[src/rtl/hazard_scoreboard.sv]
// Per-register countdown scoreboard for pending writes; drives the ID-stage stall and, when
// built with HAZARD_FWD_EN, per-source bypass selects so dependents wait only for the bypass point.
module hazard_scoreboard #(
    parameter int unsigned ADDR_W = 5,
    parameter int unsigned LAT_W  = 3,
    parameter int unsigned PERF_W = 32
) (
    input  logic                     clk,
    input  logic                     rst_n,
    input  logic                     flush,
    input  logic                     src1_used,
    input  logic [ADDR_W-1:0]        src1,
    input  logic                     src2_used,
    input  logic [ADDR_W-1:0]        src2,
    input  logic                     issue_valid,
    input  logic                     issue_wr,
    input  logic [ADDR_W-1:0]        issue_dst,
    input  logic [LAT_W-1:0]         issue_lat,
    input  logic                     wb_valid,
    input  logic [ADDR_W-1:0]        wb_dst,
    output logic                     stall,
    output logic                     fwd1,
    output logic                     fwd2,
    output logic [(2**ADDR_W)-1:0]   busy,
    output logic [PERF_W-1:0]        stall_cycles
);

    localparam int unsigned NUM_REGS = 2**ADDR_W;

    logic [LAT_W-1:0]  cnt_q [NUM_REGS];
    logic [LAT_W-1:0]  cnt_d [NUM_REGS];
    logic [PERF_W-1:0] stall_cycles_q;
    logic [PERF_W-1:0] stall_cycles_d;

    logic              hit1;
    logic              hit2;
    logic [LAT_W-1:0]  cnt_src1;
    logic [LAT_W-1:0]  cnt_src2;
    logic              wait1;
    logic              wait2;
    logic              issue_fire;

    // Hazard detection on the two ID-stage sources; register 0 never participates
    always_comb begin
        hit1     = src1_used && (src1 != '0);
        hit2     = src2_used && (src2 != '0);
        cnt_src1 = cnt_q[src1];
        cnt_src2 = cnt_q[src2];
`ifdef HAZARD_FWD_EN
        wait1 = hit1 && (cnt_src1 > LAT_W'(1));
        wait2 = hit2 && (cnt_src2 > LAT_W'(1));
        stall = wait1 || wait2;
        fwd1  = hit1 && (cnt_src1 == LAT_W'(1)) && !stall;
        fwd2  = hit2 && (cnt_src2 == LAT_W'(1)) && !stall;
`else
        wait1 = hit1 && (cnt_src1 != '0);
        wait2 = hit2 && (cnt_src2 != '0);
        stall = wait1 || wait2;
        fwd1  = 1'b0;
        fwd2  = 1'b0;
`endif
        issue_fire = issue_valid && !stall && !flush;
    end

    // Next counter values: flush, then issue (WAW beats early writeback), then writeback, then countdown
    always_comb begin
        for (int unsigned r = 0; r < NUM_REGS; r++) begin
            cnt_d[r] = cnt_q[r];
            if (r == 0) begin
                cnt_d[r] = '0;
            end else if (flush) begin
                cnt_d[r] = '0;
            end else if (issue_fire && issue_wr && (issue_dst == ADDR_W'(r))) begin
                cnt_d[r] = issue_lat;
            end else if (wb_valid && (wb_dst == ADDR_W'(r))) begin
                cnt_d[r] = '0;
            end else if (cnt_q[r] != '0) begin
                cnt_d[r] = cnt_q[r] - LAT_W'(1);
            end
        end
    end

    always_comb begin
        stall_cycles_d = stall_cycles_q;
        if (stall && !flush && (stall_cycles_q != '1)) begin
            stall_cycles_d = stall_cycles_q + PERF_W'(1);
        end
    end

    always_comb begin
        for (int unsigned r = 0; r < NUM_REGS; r++) begin
            busy[r] = (cnt_q[r] != '0);
        end
    end

    assign stall_cycles = stall_cycles_q;

    always_ff @(posedge clk or negedge rst_n) begin
        if (!rst_n) begin
            for (int unsigned r = 0; r < NUM_REGS; r++) begin
                cnt_q[r] <= '0;
            end
            stall_cycles_q <= '0;
        end else begin
            for (int unsigned r = 0; r < NUM_REGS; r++) begin
                cnt_q[r] <= cnt_d[r];
            end
            stall_cycles_q <= stall_cycles_d;
        end
    end

endmodule
[config.mk]
export PLATFORM = sky130hd
export DESIGN_NAME = hazard_scoreboard
export DESIGN_NICKNAME = d
export VERILOG_FILES = /design/src/rtl/hazard_scoreboard.sv
export SDC_FILE = /design/constraint.sdc
export NUM_CORES = 1
export LEC_CHECK = 0
export ABC_AREA = 1
export CORE_UTILIZATION = 57
export CTS_BUF_LIST = sky130_fd_sc_hd__clkbuf_16
export DETAILED_ROUTE_END_ITERATION = 8
export PLACE_DENSITY_LB_ADDON = 0.15
export SLEW_MARGIN = 20
export SYNTH_ARGS = -nofsm -noshare
export SYNTH_HDL_FRONTEND = slang
export SYNTH_SLANG_ARGS = --single-unit
export TNS_END_PERCENT = 100
[constraint.sdc]
create_clock -name clk -period 5.9 [get_ports clk]
set_clock_uncertainty 0.2 [all_clocks]
set_input_delay 0.59 -clock clk [delete_from_list [all_inputs] [get_ports clk]]
set_output_delay 0.59 -clock clk [all_outputs]
set_load 0.05 [all_outputs]
==> out/results.tsv <==
metric	value	unit
outcome	finished clean	
Synth Cell Area	0.0118	mm^2
ratio of cells with drive above 1 in the final layout	5.60	%
RSZ-0062 raised after global routing	false	
WL final	35900	um
first-pass GRT wire length	58800	um
DIE AREA	0.0214	mm^2
vias per cell	5.35	
Pins Over Slew Limit	0	
PortBufs	94	
Rows	52	
clock buffer depth	2	
endpoint class of the critical path	output port	
ANT cells	0	
Post-synth EDFFs	0	
Pwr per Cell Area	455	mW/mm^2
Setup crit start kind	input port	
drt pass-1 iters	7	
Leak Pwr	7.66	nW
Chip Height	146	um
CTS buffer count	17	
Worst Hold Class	input port to async pin	
Max Cap Viol	0	
CTS tree	done	
area share of the largest cell type after synthesis	26.4	%
final design utilization	66.5	%
Clock Sinks	125	
top cells by area, synth	dfrtp_1 (26%), nand2_1 (26%), inv_1 (11%), nand3_1 (8.2%), ha_1 (6.7%)	
synthesized area per cell	6.02	um^2
P&R area growth vs syn	13.9	%
area leader, netlist	dfrtp_1	
worst path arrival time	4.03	ns
Gates resized, CTS repair	0	
Finish-stage setup viols	0	
most common cell in the synthesized netlist	nand2_1	
post-route ant nets	0	
Final Hold Viols	0	
Crit path required time	5.11	ns
Setup Fix Bufs, Post-CTS	0	
Layout Nets	2135	
vias in the first global route	11761	
Max transition margin	37.9	%
reg2reg start	cnt_q[56]	
core region area	0.0203	mm^2
Tmin final	4.82	ns
cell count of the worst reg-to-reg path	15	
routed vias	12443	
Post-Syn Instances	1967	
Primary FF master, synth	dfrtp_1	
setup_tns	0	ns
fillers	1939	
Synth Register Bits	125	
kind of critical path	input port to output port	
crit path max fanout	18	
r2r setup slk	2.42	ns
initial antenna violation count	0	
origin of the worst setup path	src2[0]	
DRC violations left	0	
CTS Hold Buffers Added	0	
Netlist cell types	36	
async set or reset register ratio after synthesis	100	%
CP Capture Point	stall	
commonest cells in the synthesized netlist	nand2_1 (820), inv_1 (360), nand3_1 (193)	
Tot GR Track Use	34.7	%
VDD IR max	0.363	mV
r2r endpoint	cnt_q[16]	
wire per inst	15.5	um
GP Congestion	1.01	
GRT overflow	0	
Skew-Pair Late Insertion Delay	0.44	ns
Fmax	208	MHz
Final Cycle Share	81.6	%
Initial DRC Count	1070	
H-tree levels	4	
post-DP HPWL	26100	um
Least-Margin Pin Slew	0.928	ns
I/O pins	98	
clk slew on worst S/H paths	0.06	ns
Starting Density	58.4	%
Warnings, synthesis	0	
largest net degree at the start of global routing	68	
die width	146	um
post-synthesis sequential area ratio	26.4	%
Root Driver	clkbuf_16	
-- stage by stage --
step           power, W  cells  instance area (um^2)  setup slack [ns]  hold WS [ns]
2_1_floorplan   0.00405   1969                 11900              3.03        0.0944
3_3_place_gp    0.00492   2292                 12900              1.27         0.291
3_5_place_dp    0.00501   2292                 12900              1.18         0.294
4_1_cts         0.00612   2324                 13500              1.15        0.0718
5_1_grt         0.00667   2324                 13500             0.968         0.109
6_report        0.00614   2324                 13500              1.08        0.0387
-- cell usage in the layout (no fill, tap or decap), types with 7 or more instances in the layout --
cell,count
a21oi_2,21
nand4_4,19
nor2_1,143
nor3_1,40
nand4_1,11
xor2_1,18
xnor2_1,7
clkdlybuf4s50_1,92
dfrtp_1,125
nor4_1,7
buf_4,14
nand4_2,10
nand2_1,820
o21ai_0,26
ha_1,63
inv_1,361
nand3_1,193
a21oi_1,24
clkbuf_16,17
-- critical path, stage by stage --
cell and delay (ns):
clkdlybuf4s50_1 1.00, inv_4 0.22, nor2_2 0.33, nand2_1 0.10, nand2_1 0.07, nor2_1 0.04
nor2_1 0.08, a21oi_1 0.08, nand2_1 0.11, nand3_4 0.38, nand2_1 0.20, clkdlybuf4s50_1 0.82
-- how the worst min path moves through the flow --
stage / endpoint / startpoint / slack [ns] / depth (start not counted)
after global placement: cnt_q[74] / cnt_q[74] / 0.29 / 2
after floorplan: cnt_q[0] / rst_n / 0.09 / 0
final: cnt_q[56] / rst_n / 0.04 / 1
after global routing: cnt_q[56] / rst_n / 0.11 / 1
after CTS: cnt_q[61] / rst_n / 0.07 / 1
after detailed placement: cnt_q[82] / cnt_q[82] / 0.29 / 2
-- cell type report --
class | count | area [um^2] | share of cell area [%]
timing repair buffer | 107 | 1030 | 7.64
inverter | 367 | 1380 | 10.2
sequential | 125 | 3130 | 23.2
multi-input combinational | 1423 | 7020 | 52.1
clock buffer | 17 | 425 | 3.15
clock inverter | 15 | 163 | 1.21
tap | 270 | 338 | 2.50
-- metal layers --
layer / track usage (%) / vias up / wire [um]
met5: 0 / - / 0
met4: 15.8 / 0 / 1260
met3: 5.03 / 103 / 2820
met2: 56.5 / 529 / 16200
met1: 45.8 / 5653 / 15600
li1: - / 6158 / -
-- flip-flops by register name, summed over array words and instances, names as in the netlist --
register and cells:
stall_cycles 32, cnt_q 93
-- logic make-up after synthesis --
logic type | Yosys count | share of synthesized area (%)
adders and majority gates | 63 | 6.65
other | 1 | 0.0317
xor gates and xnor gates | 25 | 1.85
DFF | 125 | 26.4
buffers and inverters | 421 | 14.4
and+or+nand+nor | 1255 | 46.6
AOI/OAI and AO/OA | 77 | 4.08
-- power by group --
part / switching [W] / total (W) / internal (W)
clock: 0.000459 / 0.00109 / 0.000629
combinational: 0.00235 / 0.00363 / 0.00128
sequential: 0.000266 / 0.00142 / 0.00115
(Power assumes the default switching activity.)
